[config.mk]
export PLATFORM = sky130hd
export DESIGN_NAME = pipe_ctrl
export DESIGN_NICKNAME = d
export VERILOG_FILES = /design/src/rtl/pipe_ctrl_pkg.sv /design/src/rtl/pipe_ctrl_stall_watchdog.sv /design/src/rtl/pipe_ctrl.sv
export SDC_FILE = /design/constraint.sdc
export NUM_CORES = 1
export LEC_CHECK = 0
export CORE_MARGIN = 3
export CORE_UTILIZATION = 35
export CTS_BUF_LIST = sky130_fd_sc_hd__clkbuf_4 sky130_fd_sc_hd__clkbuf_8
export DETAILED_ROUTE_END_ITERATION = 7
export DONT_BUFFER_PORTS = 1
export PLACE_DENSITY = 0.46
export SYNTH_ARGS = -nofsm -noshare
export SYNTH_HDL_FRONTEND = slang
export SYNTH_HIERARCHICAL = 1
export SYNTH_SLANG_ARGS = --single-unit
[constraint.sdc]
create_clock -name clk -period 2.25 [get_ports clk]
set_input_delay 0.3375 -clock clk [delete_from_list [all_inputs] [get_ports clk]]
set_output_delay 0.3375 -clock clk [all_outputs]
set_load 0.01 [all_outputs]
[src/rtl/pipe_ctrl_pkg.sv]
// Shared definitions for the pipeline stall/flush scheduler: FSM state codes,
// per-stage stall vectors and the request-priority encoder.
package pipe_ctrl_pkg;

    typedef enum logic [1:0] {
        ST_IDLE  = 2'd0,
        ST_PEND  = 2'd1,
        ST_FLUSH = 2'd2
    } state_e;

    localparam logic [31:0] ZERO_WORD = 32'h0000_0000;

    // stall[0]=pc [1]=if [2]=id [3]=ex [4]=mem [5]=wb; 1 stops that stage.
    // Each pattern freezes the requesting stage and everything before it,
    // leaving the following stage free to take a bubble.
    localparam logic [5:0] STALL_NONE = 6'b000000;
    localparam logic [5:0] STALL_IF   = 6'b000011;
    localparam logic [5:0] STALL_ID   = 6'b000111;
    localparam logic [5:0] STALL_EX   = 6'b001111;
    localparam logic [5:0] STALL_MEM  = 6'b011111;

    // Later stages win: a MEM wait must freeze everything EX would freeze too.
    function automatic logic [5:0] stall_pattern(input logic req_if, input logic req_id,
                                                 input logic req_ex, input logic req_mem);
        logic [5:0] pat;
        pat = STALL_NONE;
        if (req_mem)     pat = STALL_MEM;
        else if (req_ex) pat = STALL_EX;
        else if (req_id) pat = STALL_ID;
        else if (req_if) pat = STALL_IF;
        return pat;
    endfunction

endpackage

[src/rtl/pipe_ctrl_stall_watchdog.sv]
// Stall watchdog: counts consecutive stalled cycles and raises a sticky error
// once the run length reaches LIMIT. Observes only; never alters stall/flush.
module pipe_ctrl_stall_watchdog #(
    parameter int LIMIT = 1024
) (
    input  logic clk,
    input  logic rst,
    input  logic stall_any,
    output logic wdog_err
);
    localparam int W = $clog2(LIMIT + 1);
    localparam logic [W-1:0] LIM = W'(LIMIT);

    logic [W-1:0] run_q, run_d;
    logic         err_q, err_d;

    // Run length clears on any free cycle and parks at LIMIT; error is sticky.
    always_comb begin
        run_d = run_q;
        err_d = err_q;
        if (!stall_any)        run_d = '0;
        else if (run_q != LIM) run_d = run_q + W'(1);
        if (run_d == LIM)      err_d = 1'b1;
    end

    // State registers, synchronous reset.
    always_ff @(posedge clk) begin
        if (rst) begin
            run_q <= '0;
            err_q <= 1'b0;
        end else begin
            run_q <= run_d;
            err_q <= err_d;
        end
    end

    assign wdog_err = err_q;

endmodule

[src/rtl/pipe_ctrl.sv]
// Central stall/flush scheduler for the 5-stage pipeline.
// Stall vector is combinational from the stage requests; flushes are
// sequenced by a small FSM that defers a redirect while MEM is waiting.
// Optional watchdog: define PIPE_CTRL_WATCHDOG_EN to build the consecutive
// stall timeout (wdog_err); otherwise wdog_err is tied low.
module pipe_ctrl
    import pipe_ctrl_pkg::*;
#(
    parameter int CNT_W      = 32,
    parameter int WDOG_LIMIT = 1024
) (
    input  logic             clk,
    input  logic             rst,
    input  logic             stallreq_if,
    input  logic             stallreq_id,
    input  logic             stallreq_ex,
    input  logic             stallreq_mem,
    input  logic             flush_req,
    input  logic [31:0]      flush_pc,
    output logic [5:0]       stall,
    output logic             flush,
    output logic [31:0]      new_pc,
    output logic [CNT_W-1:0] stall_cycles,
    output logic             wdog_err
);

    state_e             state_q, state_d;
    logic [31:0]        new_pc_q, new_pc_d;
    logic [31:0]        pend_pc_q, pend_pc_d;
    logic [CNT_W-1:0]   cnt_q, cnt_d;

    // Stall vector: priority-encoded requests, suppressed during the flush cycle.
    always_comb begin
        stall = stall_pattern(stallreq_if, stallreq_id, stallreq_ex, stallreq_mem);
        if (state_q == ST_FLUSH) stall = STALL_NONE;
    end

    // Flush sequencing: a redirect issues at once unless MEM is waiting, in
    // which case it is parked (latest target wins) until the wait clears.
    always_comb begin
        state_d   = state_q;
        new_pc_d  = new_pc_q;
        pend_pc_d = pend_pc_q;
        case (state_q)
            ST_PEND: begin
                if (!stallreq_mem) begin
                    state_d  = ST_FLUSH;
                    new_pc_d = flush_req ? flush_pc : pend_pc_q;
                end else if (flush_req) begin
                    pend_pc_d = flush_pc;
                end
            end
            default: begin
                // IDLE and FLUSH share this: back-to-back flushes are legal.
                state_d = ST_IDLE;
                if (flush_req) begin
                    if (!stallreq_mem) begin
                        state_d  = ST_FLUSH;
                        new_pc_d = flush_pc;
                    end else begin
                        state_d   = ST_PEND;
                        pend_pc_d = flush_pc;
                    end
                end
            end
        endcase
    end

    // Stall-cycle counter: counts frozen-PC cycles, saturates instead of wrapping.
    always_comb begin
        cnt_d = cnt_q;
        if (stall[0] && !(&cnt_q)) cnt_d = cnt_q + CNT_W'(1);
    end

    // State registers, synchronous reset; a parked flush is dropped on reset.
    always_ff @(posedge clk) begin
        if (rst) begin
            state_q   <= ST_IDLE;
            new_pc_q  <= ZERO_WORD;
            pend_pc_q <= ZERO_WORD;
            cnt_q     <= '0;
        end else begin
            state_q   <= state_d;
            new_pc_q  <= new_pc_d;
            pend_pc_q <= pend_pc_d;
            cnt_q     <= cnt_d;
        end
    end

    assign flush        = (state_q == ST_FLUSH);
    assign new_pc       = new_pc_q;
    assign stall_cycles = cnt_q;

`ifdef PIPE_CTRL_WATCHDOG_EN
    pipe_ctrl_stall_watchdog #(
        .LIMIT(WDOG_LIMIT)
    ) u_wdog (
        .clk      (clk),
        .rst      (rst),
        .stall_any(|stall),
        .wdog_err (wdog_err)
    );
`else
    logic unused_wdog_limit;
    assign unused_wdog_limit = ^WDOG_LIMIT;
    assign wdog_err          = 1'b0;
`endif

endmodule

==> results_dict.tcl, run 1 <==
set metrics [dict create \
    cp.required_ns 2.52 \
    clock_skew_ns 0.01080 \
    grtUsageTotal_pct 15.66 \
    wl_um 10230 \
    fin_area_um2 4579 \
    drc_errors 0 \
    ys_seq_area_share_pct 46.89 \
    syn_avg_cell_area_um2 8.609 \
    clock_latency_ns 0.37 \
    cts_tree "yes" \
    netlist_area_um2 4184 \
    netSwitchingFraction_pct 25.66 \
    maxSlewViolCount 0 \
    ios 111 \
    antenna_found_initial 0 \
    root_buffer "clkbuf_8" \
    synthCells 486 \
    worstSetupStartpointType "register" \
    rsz0062_at_grt "no" \
    via_per_inst 5.166 \
    drt_iter0_drc 182 \
    critPathKind "register to register" \
    coreArea_um2 11560 \
    ys_ff_latch 98 \
    crit_slowest_cell "dfxtp_1" \
    post-route-period-util_pct 89.28 \
    p_leak_nw 1.579 \
    seqPwrFrac_pct 59.8 \
    slew_headroom_pct 66.15 \
    synth_largest_area_cell "dfxtp_1" \
    internal-power_w 0.002339 \
    dpl.cell_count 616 \
    n_antenna_cell 0 \
    grt_pass1_wl_um 16390 \
    endpoint_kind "register" \
    finalNonFillerCells 633 \
    dp_hpwl_um 6574 \
    arrival_ns 2.28 \
    placed_cell_area_um2 4385 \
    drive_above_1_share_pct 9.796 \
    ant_nets 0 \
    setup_viol 0 \
    yosys-top-cells-area "dfxtp_1, mux2i_1, nand2_1" \
    rows 39 \
    finalHoldViolations 0 \
    layout_common_cells "dfxtp_1, nand2_1, nor2_1, a21oi_1" \
    seq_area_um2 1962 \
    crit_chain "nand4_1, nor4_2, nand3_2, nand3_2, nor3_1, o21ba_2" \
    ys_warn_count 6 \
    status "finished clean" \
    reg2reg_slack_ns 0.24 \
    final_common_cell "dfxtp_1" \
    min-delay-path-class "primary input to register" \
    cts.sinks 98 \
    gp_congestion 0.7497 \
    hold_ws_ns 0.03653 \
    vias 3270 \
    setup_tns_ns 0 \
    ir_drop_mv 0.3091 \
    clkPwrFrac_pct 32.9 \
    drv_cap 0 \
    synth_edf_count 0 \
    synth_cell_type_count 36 \
    cts_setup_buffers 0 \
    wl_per_cell_um 16.16 \
    nNetsFinal 526 \
    clk_pin_slew_ns 0.09 \
    num-fill-cells 1186 \
    fin_crit_ns 2.009 \
    max_stage_delay_ns 0.47 \
    cts_max_path_buffers 2 \
    path_max_fanout 11 \
    multi_input_area_um2 2082 \
    yosysTopAreaCellShare_pct 46.89 \
    fp.dieH_um 115.3 \
    grt_pass1_vias 3188 \
    cts_buffers 9 \
    pwr-share-comb_pct 7.3 \
    grt_overflow 0 \
    ctsHtreeMaxLevel 3 \
    dr.pass1.iters 4 \
    synthToLayoutAreaGrowth_pct 9.450 \
    io_buffers 0 \
    dieArea_um2 13300 \
    p_per_area_nw_per_um2 687.2 \
    critPathMostFrequentCell "nand3_2" \
    start_util_pct 36.18 \
    fmax_ghz 0.4978 \
    grt_max_degree 95 \
    switching_power_w 0.0008077 \
    async_flop_share_pct 0 \
    chipWidth_um 115.3 \
    worst_slew_pin_slew_ns 0.5078 \
    synthFlopType "dfxtp_1" \
]
[sequential cells by signal, indices dropped and copies added (netlist names)]
signal,cells
new_pc,32
state_q,2
stall_cycles,32
pend_pc_q,32
[power groups by stage]
stage | Sequential (W) | Combinational [W] | Clock (W)
5_1_grt | 0.00189 | 0.000266 | 0.00116
2_1_floorplan | 0.00191 | 0.000204 | 0
4_1_cts | 0.00188 | 0.000236 | 0.00109
3_3_place_gp | 0.00192 | 0.000224 | 0
3_5_place_dp | 0.00192 | 0.000231 | 0
6_report | 0.00188 | 0.000230 | 0.00104
[synthesized netlist by cell type, types with 2 or more instances]
cell	instances
dfxtp_1	98
nand2_1	77
nor2_1	65
a21oi_1	37
a211oi_1	32
mux2i_1	32
clkbuf_1	27
xor2_1	19
nand3_1	14
nand4_1	14
nor3_1	10
and3_1	9
xnor2_1	8
and4_1	4
buf_2	4
buf_4	4
inv_1	4
nor3b_1	3
o21ai_0	3
or3_1	3
and2_1	2
nor2b_1	2
nor4_1	2
[area by class of cell]
class | instances | share of cell area (%)
Multi-Input combinational cell | 350 | 45.46
Timing Repair Buffer | 23 | 3.880
Sequential cell | 98 | 42.84
Clock inverter | 3 | 0.3825
Tap cell | 143 | 3.907
Inverter | 4 | 0.3279
Clock buffer | 12 | 3.197
[critical path, delay by kind of cell, from the launching register on]
kind	cells	cell delay, ns
AOI/OAI and AO/OA	1	0.20
DFF	1	0.47
and+or+nand+nor	5	1.24
[per-stage QoR]
stage                     util (%)  power, W  worst slack [ns]
final                        39.60  0.003147            0.2413
after global routing         39.60  0.003322            0.1156
after CTS                    39.51  0.003213           0.08380
after detailed placement     37.92  0.002154            0.1063
after global placement       37.92  0.002146            0.1520
after floorplan                  -  0.002117            0.3702
[worst paths after layout]
check / startpoint / to / cells after the start
min reg2reg: pend_pc_q[10]$_SDFFE_PP0P_ / pend_pc_q[10]$_SDFFE_PP0P_ / 2
min: stallreq_mem / state_q[1]$_SDFFE_PP0P_ / 1
max reg2reg: stall_cycles[13]$_SDFFE_PP0P_ / stall_cycles[29]$_SDFFE_PP0P_ / 6
max: stall_cycles[13]$_SDFFE_PP0P_ / stall_cycles[29]$_SDFFE_PP0P_ / 6
[routing by layer]
layer	track usage (%)	vias to the layer above	routed length, um
met5	0	-	0
met4	7.121	0	203
met3	7.158	16	924
met2	23.77	81	4484
met1	18.98	1506	4617
li1	-	1667	-
[logic make-up (layout without fill, tap and decap cells)]
logic type	count (synthesis)	in the layout	share of synthesized area [%]
buffers and inverters	39	42	3.977
XOR/XNOR	27	27	5.652
other	1	2	0.08963
AND/OR/NAND/NOR	214	214	24.49
multiplexers	32	32	7.656
adder cells (fa/ha/maj)	1	1	0.2990
flip-flops	98	98	46.89
AO/OA/AOI/OAI	74	74	10.94
[timing repair]
item                                    4_1_cts  5_1_grt
hold endpoints to repair                      4        0
hold buffers                                  2        0
endpoints found under the setup margin        0        9
resized for setup                             0        2
Note: power is estimated with default switching activity, not from simulation.
==> inputs of run 2 (changes only) <==
--- a/config.mk
+++ b/config.mk
@@ -11,6 +11,7 @@
 export DETAILED_ROUTE_END_ITERATION = 7
 export DONT_BUFFER_PORTS = 1
 export PLACE_DENSITY = 0.46
+export SLEW_MARGIN = 25
 export SYNTH_ARGS = -nofsm -noshare
 export SYNTH_HDL_FRONTEND = slang
 export SYNTH_HIERARCHICAL = 1
==> results of run 2 <==
Final layout, timing and power as in run 1 (identical DEF).
==> inputs of run 3 (changes only) <==
--- a/config.mk
+++ b/config.mk
@@ -5,6 +5,7 @@
 export SDC_FILE = /design/constraint.sdc
 export NUM_CORES = 1
 export LEC_CHECK = 0
+export ABC_CLOCK_PERIOD_IN_PS = 2250
 export CORE_MARGIN = 3
 export CORE_UTILIZATION = 35
 export CTS_BUF_LIST = sky130_fd_sc_hd__clkbuf_4 sky130_fd_sc_hd__clkbuf_8
==> results of run 3 <==
Final layout, timing and power as in run 1 (identical DEF).
